===== config.mk =====
export PLATFORM = sky130hd
export DESIGN_NAME = cpu_mem_bridge
export DESIGN_NICKNAME = d
export VERILOG_FILES = /design/src/rtl/cpu_pkg.sv /design/src/rtl/mem_lat_counter.sv /design/src/rtl/cpu_mem_bridge.sv
export SDC_FILE = /design/constraint.sdc
export NUM_CORES = 1
export LEC_CHECK = 0
export BUFFER_PORTS_ARGS = -buffer_cell sky130_fd_sc_hd__clkbuf_2
export CORE_ASPECT_RATIO = 2
export CORE_UTILIZATION = 53
export DETAILED_ROUTE_END_ITERATION = 10
export HOLD_SLACK_MARGIN = 0.15
export PLACE_DENSITY = 0.79
export SYNTH_ARGS = -nofsm -noshare
export SYNTH_HDL_FRONTEND = slang
export SYNTH_HIERARCHICAL = 1
export SYNTH_SLANG_ARGS = --single-unit
export TNS_END_PERCENT = 5

===== constraint.sdc =====
create_clock -name clk -period 2.88 [get_ports clk]
set_input_delay 0.288 -clock clk [delete_from_list [all_inputs] [get_ports clk]]
set_output_delay 0.288 -clock clk [all_outputs]
set_load 0.01 [all_outputs]

===== src/rtl/cpu_pkg.sv =====
// Shared cpu-side definitions: reset vector, bus widths and the memory
// bridge state encoding.
package cpu_pkg;

  localparam logic [31:0] RESET_VECTOR = 32'hb0000000;
  localparam int          WORD_W       = 32;
  localparam int          BYTE_W       = 8;

  typedef enum logic [1:0] {
    IDLE  = 2'd0,
    ISSUE = 2'd1,
    WAIT  = 2'd2,
    RESP  = 2'd3
  } bridge_state_e;

endpackage


===== src/rtl/mem_lat_counter.sv =====
// Loadable down-counter timing the memory read latency; zero_o flags the
// edge on which the count reaches zero so the byte can be captured there.
module mem_lat_counter #(
  parameter int CNT_W = 3
) (
  input  logic             clk,
  input  logic             reset,
  input  logic             load_i,
  input  logic [CNT_W-1:0] load_val_i,
  input  logic             dec_i,
  output logic             zero_o
);

  logic [CNT_W-1:0] cnt_q, cnt_d;

  always_comb begin
    cnt_d = cnt_q;
    if (load_i) begin
      cnt_d = load_val_i;
    end else if (dec_i && (cnt_q != '0)) begin
      cnt_d = cnt_q - 1'b1;
    end
  end

  always_ff @(posedge clk or posedge reset) begin
    if (reset) begin
      cnt_q <= '0;
    end else begin
      cnt_q <= cnt_d;
    end
  end

  assign zero_o = (cnt_d == '0);

endmodule


===== src/rtl/cpu_mem_bridge.sv =====
// Bridges one aligned 32-bit cpu access onto four byte cycles of the external
// byte-wide SRAM/ROM bus; reads assemble little-endian, writes honour byte enables.
module cpu_mem_bridge
  import cpu_pkg::*;
#(
  parameter int          ADDR_W  = 16,
  parameter logic [31:0] BASE    = RESET_VECTOR,
  parameter int          MEM_LAT = 1
) (
  input  logic              clk,
  input  logic              reset,
  input  logic              i_req,
  input  logic              i_we,
  input  logic [WORD_W-1:0] i_addr,
  input  logic [WORD_W-1:0] i_wdata,
  input  logic [3:0]        i_be,
  output logic [WORD_W-1:0] o_rdata,
  output logic              o_ack,
  output logic              o_err,
  output logic              o_busy,
  output logic [ADDR_W-1:0] o_mem_addr,
  output logic [BYTE_W-1:0] o_mem_wdata,
  output logic              o_mem_re,
  output logic              o_mem_we,
  input  logic [BYTE_W-1:0] i_mem_rdata
);

  bridge_state_e     state_q, state_d;
  logic [1:0]        k_q, k_d;
  logic              we_q, we_d;
  logic              err_q, err_d;
  logic [ADDR_W-1:0] off_q, off_d;
  logic [WORD_W-1:0] wdata_q, wdata_d;
  logic [3:0]        be_q, be_d;
  logic [WORD_W-1:0] rdata_q, rdata_d;

  logic [WORD_W-1:0] req_off;
  logic              req_bad;
  logic              cnt_load, cnt_dec, cnt_zero;

  // Unsigned wrap makes addresses below BASE land far outside the window.
  assign req_off = i_addr - BASE;
  assign req_bad = ((req_off >> ADDR_W) != '0) || (i_addr[1:0] != 2'b00);

  mem_lat_counter #(.CNT_W(3)) u_lat_cnt (
    .clk        (clk),
    .reset      (reset),
    .load_i     (cnt_load),
    .load_val_i (3'(MEM_LAT)),
    .dec_i      (cnt_dec),
    .zero_o     (cnt_zero)
  );

  always_comb begin
    state_d     = state_q;
    k_d         = k_q;
    we_d        = we_q;
    err_d       = err_q;
    off_d       = off_q;
    wdata_d     = wdata_q;
    be_d        = be_q;
    rdata_d     = rdata_q;
    cnt_load    = 1'b0;
    cnt_dec     = 1'b0;
    o_mem_re    = 1'b0;
    o_mem_we    = 1'b0;
    o_mem_addr  = '0;
    o_mem_wdata = '0;
    o_ack       = 1'b0;
    o_err       = 1'b0;
    o_rdata     = '0;
    o_busy      = (state_q != IDLE);

    unique case (state_q)
      IDLE: begin
        if (i_req) begin
          we_d    = i_we;
          wdata_d = i_wdata;
          be_d    = i_be;
          off_d   = req_off[ADDR_W-1:0];
          err_d   = req_bad;
          rdata_d = '0;
          k_d     = 2'd0;
          state_d = req_bad ? RESP : ISSUE;
        end
      end
      ISSUE: begin
        o_mem_addr = off_q + ADDR_W'(k_q);
        if (we_q) begin
          o_mem_we    = be_q[k_q];
          o_mem_wdata = wdata_q[{k_q, 3'b000} +: BYTE_W];
          if (k_q == 2'd3) begin
            state_d = RESP;
          end else begin
            k_d = k_q + 2'd1;
          end
        end else begin
          o_mem_re = 1'b1;
          cnt_load = 1'b1;
          state_d  = WAIT;
        end
      end
      WAIT: begin
        cnt_dec = 1'b1;
        if (cnt_zero) begin
          rdata_d[{k_q, 3'b000} +: BYTE_W] = i_mem_rdata;
          if (k_q == 2'd3) begin
            state_d = RESP;
          end else begin
            k_d     = k_q + 2'd1;
            state_d = ISSUE;
          end
        end
      end
      RESP: begin
        o_ack   = 1'b1;
        o_err   = err_q;
        o_rdata = (we_q || err_q) ? '0 : rdata_q;
        state_d = IDLE;
      end
      default: state_d = IDLE;
    endcase
  end

  always_ff @(posedge clk or posedge reset) begin
    if (reset) begin
      state_q <= IDLE;
      k_q     <= '0;
      we_q    <= 1'b0;
      err_q   <= 1'b0;
      off_q   <= '0;
      wdata_q <= '0;
      be_q    <= '0;
      rdata_q <= '0;
    end else begin
      state_q <= state_d;
      k_q     <= k_d;
      we_q    <= we_d;
      err_q   <= err_d;
      off_q   <= off_d;
      wdata_q <= wdata_d;
      be_q    <= be_d;
      rdata_q <= rdata_d;
    end
  end

endmodule


==> results <==
- The flow ran to the end, but the final reports show violations.
- The final reports fail on DRC.
- The endpoint kind of the worst setup timing path is a flop.
- The first-pass GRT wire length is 19.2 mm.
- In this run the static leakage power is ~3.0 nW.
- The timing-limited maximum frequency is around 390 MHz.
- The fraction of the yosys area taken by sequential cells is 0.468.
- The worst-case headroom to the max-slew limit is 0.611.
- The number of warning messages in the yosys log is 6.
- The commonest non-fill, non-tap cell in the layout is sky130_fd_sc_hd__clkbuf_2.
- The total track usage is 0.253.
- In the final timing run, aggregate negative setup slack is 0 ps.
- The number of buffers added for setup after CTS is 0.
- The max-slew violation total from the final report is 0.
- The floorplan has a little under 50 rows.
- STA puts the critical path data required time at 3110 ps.
- The number of antenna violations at the first check in global routing is 0.
- The post-placement worst setup slack is approximately 350 ps.
- The ratio of final minimum period to clock period is 0.879.
- The area growth from synthesis to layout is 23.4%.
- The clock latency on the worst-skew pair is about 340 ps.
- The detailed router finished its first iteration with ~160 violations.
- The first TritonRoute pass finished after 7 iterations.
- The initial utilization of the core area, before any placement, comes to 0.548.
- Summing all multi-input logic gate instances after layout gives between 2000 and 2500 um^2.
- The transition time at the pin with the least slew margin is around 580 ps.
- The detailed-route DRC error count is 21.
- The largest net degree at the start of global routing is 59.
- The power density over cell area is ~970 nW/um^2.
- The final worst-path setup slack is about 350 ps.
- For the final database, setup skew stands at roughly 5.5 ps.
- The share of synthesized area in the top cell type comes to 0.468.
- Synthesis produced a netlist whose cell count is between 400 and 500.
- The critical path is of the flop to flop type.
- After clock tree synthesis, the flow added hold-fix buffers numbering 1.
- The filler cell count is about 720.
- Data arrives at the worst endpoint at between 2000 and 3000 ps.
- The final-report hold violation count is 0.
- IR analysis of the VDD net gives a maximum drop of between 600 and 700 uV.
- The full die area is about 10000 um^2.
- The kind of launch point of the worst setup path is a flop.
- The via density per instance is around 5.4.
- Sorting the synthesized cells by area gives the leading types as sky130_fd_sc_hd__dfrtp_1 (47%), sky130_fd_sc_hd__mux2_2 (11%), sky130_fd_sc_hd__and2_1 (5.9%).
- The commonest register cell after synthesis is sky130_fd_sc_hd__dfrtp_1.
- The shortest period the worst path allows is about 2500 ps.
- The final weighted congestion of routability-driven global placement is about 0.82.
- The number of I/O port buffers is 140.
- For this design the top-level I/O count stands at ~140.
- Detailed placement finished with a half-perimeter wire length of between 8 and 9 mm.
- The number of global-route vias before repair was slightly above 4k.
- In this run, synthesis produced a sequential element count of just over 90.
- The width of the chip is 70.5 um.
- Across the run, the number of max-cap violations was 0.
- The total area inside the core boundary comes to slightly above 9000 um^2.
- The total number of H-tree levels is 3.
- After synthesis the cells add up to roughly 5000 um^2.
- The number of endpoints failing setup at the final stage is 0.
- The netlist uses ~60 different library cells.
- The die is roughly 140 um tall.
- Summing all flip-flop and latch instances after layout gives 2330 um^2.
- The longest clock path from root to sink contains 2 buffers.
- The largest area contributor in the synthesized netlist is sky130_fd_sc_hd__dfrtp_1.
- The mean instance size in the synthesized netlist is 11.8 um^2.
- In this run the worst path has a maximum fanout of 8.
- The average detailed-routed wire length per instance is 16.7 um.
- The vias after detailed routing is roughly 3.7k.
- In this run the worst hold path is classified as input pin to flop.
- The number of CTS-inserted buffers is 9.
- Summed over all layers, the global routing overflow is 0.
- The CTS sink count is between 90 and 100.
- The tree is rooted in a sky130_fd_sc_hd__clkbuf_16.
- The number of inserted diodes is 0.
- In the layout the commonest cells are sky130_fd_sc_hd__clkbuf_2 (140), sky130_fd_sc_hd__dfrtp_1 (93), sky130_fd_sc_hd__mux2_2 (50).
- The final wirelength is 11.3 mm.
- TritonCTS built the clock tree.
- The residual antenna-violating net count after detailed routing is 0.
- Yosys mapped a number of flops with a built-in enable equal to 0.
- The share of layout cells above drive strength 1 is 0.430.
- For this run, asynchronously set or reset flops after synthesis account for 1.00.
- In this run, post-CTS repair resized a total of 0 instances.
- The number of nets in the layout is about 660.
- The clock slew seen by the registers of the worst setup and hold paths is 60 ps.
- Setup repair after global routing left no endpoint under its margin.
final timing paths:
| kind | from | to | slack, ps | depth (start not counted) |
|---|---|---|---|---|
| max | state_q[1]$_DFFE_PP0P_ | rdata_q[7]$_DFFE_PP0P_ | 350 | 10 |
| min | i_addr[11] | off_q[11]$_DFFE_PP0P_ | 160 | 3 |
| max reg2reg | state_q[1]$_DFFE_PP0P_ | rdata_q[7]$_DFFE_PP0P_ | 350 | 10 |
| min reg2reg | rdata_q[5]$_DFFE_PP0P_ | rdata_q[5]$_DFFE_PP0P_ | 500 | 1 |
| max in group asynchronous | reset | wdata_q[7]$_DFFE_PP0P_ | 1650 | 4 |
| min in group asynchronous | reset | u_lat_cnt/cnt_q[2]$_DFF_PP0_ | 380 | 3 |
area by class of cell:
cell class / instances / area share
clock buffers: 11 / 0.0412
repair buffers: 150 / 0.131
flip-flops and latches: 93 / 0.379
multi-input cells: 282 / 0.399
inverters: 31 / 0.0192
clock inverters: 5 / 0.00958
well taps: 102 / 0.0208
where the power goes:
part	total (W)	internal (W)	switching [W]	leakage (nW)
combinational	0.00259	0.00132	0.00127	1.64
sequential	0.00217	0.00181	0.000363	1.17
clock	0.00121	0.000719	0.000486	0.148
state kept, by name, summed over array words and instances (netlist names):
signal / flops
we_q: 1
u_lat_cnt/cnt_q: 3
state_q: 2
wdata_q: 32
off_q: 16
err_q: 1
rdata_q: 32
k_q: 2
be_q: 4
cell families after synthesis:
logic type	after synthesis	synth area share
xor+xnor	11	0.0194
mux	81	0.198
other cells	2	0.00151
compound gates	39	0.0667
flops	93	0.468
fa+ha+maj	14	0.0367
simple gates	134	0.168
buf+inv	49	0.0418
cells in the mapped netlist (2+ instances only):
library cell,count
sky130_fd_sc_hd__nand3_2,2
sky130_fd_sc_hd__nand2_1,28
sky130_fd_sc_hd__buf_2,7
sky130_fd_sc_hd__a22o_1,16
sky130_fd_sc_hd__mux2i_1,22
sky130_fd_sc_hd__nand3_1,6
sky130_fd_sc_hd__nand2b_1,3
sky130_fd_sc_hd__and4_1,2
sky130_fd_sc_hd__dfrtp_1,93
sky130_fd_sc_hd__and2_1,47
sky130_fd_sc_hd__ha_1,13
sky130_fd_sc_hd__inv_1,31
sky130_fd_sc_hd__a21oi_4,2
sky130_fd_sc_hd__o21ai_0,5
sky130_fd_sc_hd__nand2_2,2
sky130_fd_sc_hd__nor4_1,3
sky130_fd_sc_hd__nor2b_1,12
sky130_fd_sc_hd__nor3_1,3
sky130_fd_sc_hd__mux4_2,9
sky130_fd_sc_hd__mux2_2,50
sky130_fd_sc_hd__clkbuf_1,7
sky130_fd_sc_hd__and3_1,2
sky130_fd_sc_hd__a21oi_1,3
sky130_fd_sc_hd__xnor2_1,4
sky130_fd_sc_hd__nor4_2,2
sky130_fd_sc_hd__buf_4,4
sky130_fd_sc_hd__conb_1,2
sky130_fd_sc_hd__nor2_1,6
sky130_fd_sc_hd__xor2_1,7
worst max-delay path: stages (launching register included):
cell and delay (ps):
sky130_fd_sc_hd__dfrtp_1 430, sky130_fd_sc_hd__inv_1 150, sky130_fd_sc_hd__ha_1 190, sky130_fd_sc_hd__nor2b_1 280
sky130_fd_sc_hd__buf_4 210, sky130_fd_sc_hd__o21ai_2 70, sky130_fd_sc_hd__nor3_2 160, sky130_fd_sc_hd__nand2b_2 170
sky130_fd_sc_hd__o21a_1 220, sky130_fd_sc_hd__nand3_1 250, sky130_fd_sc_hd__a22o_1 310
stage by stage:
stage,cells,total power [W],hold WS [ps],utilization,area [um^2]
global route,674,0.00637,166,0.676,6140
floorplan,424,0.00409,41.6,-,4980
global placement,657,0.00467,177,0.641,5820
detailed placement,657,0.00480,180,0.641,5820
finish,674,0.00597,164,0.676,6140
CTS,674,0.00602,159,0.676,6140
layer usage:
| layer | GRT usage | vias up | part of all wire | wire [um] |
|---|---|---|---|---|
| li1 | - | 1737 | - | - |
| met1 | 0.274 | 1795 | 0.36 | 4090 |
| met2 | 0.459 | 110 | 0.55 | 6220 |
| met3 | 0.0480 | 28 | 0.051 | 577 |
| met4 | 0.132 | 0 | 0.033 | 367 |
| met5 | 0 | - | 0 | 0 |
No activity file was read; power rests on OpenSTA's default activity.
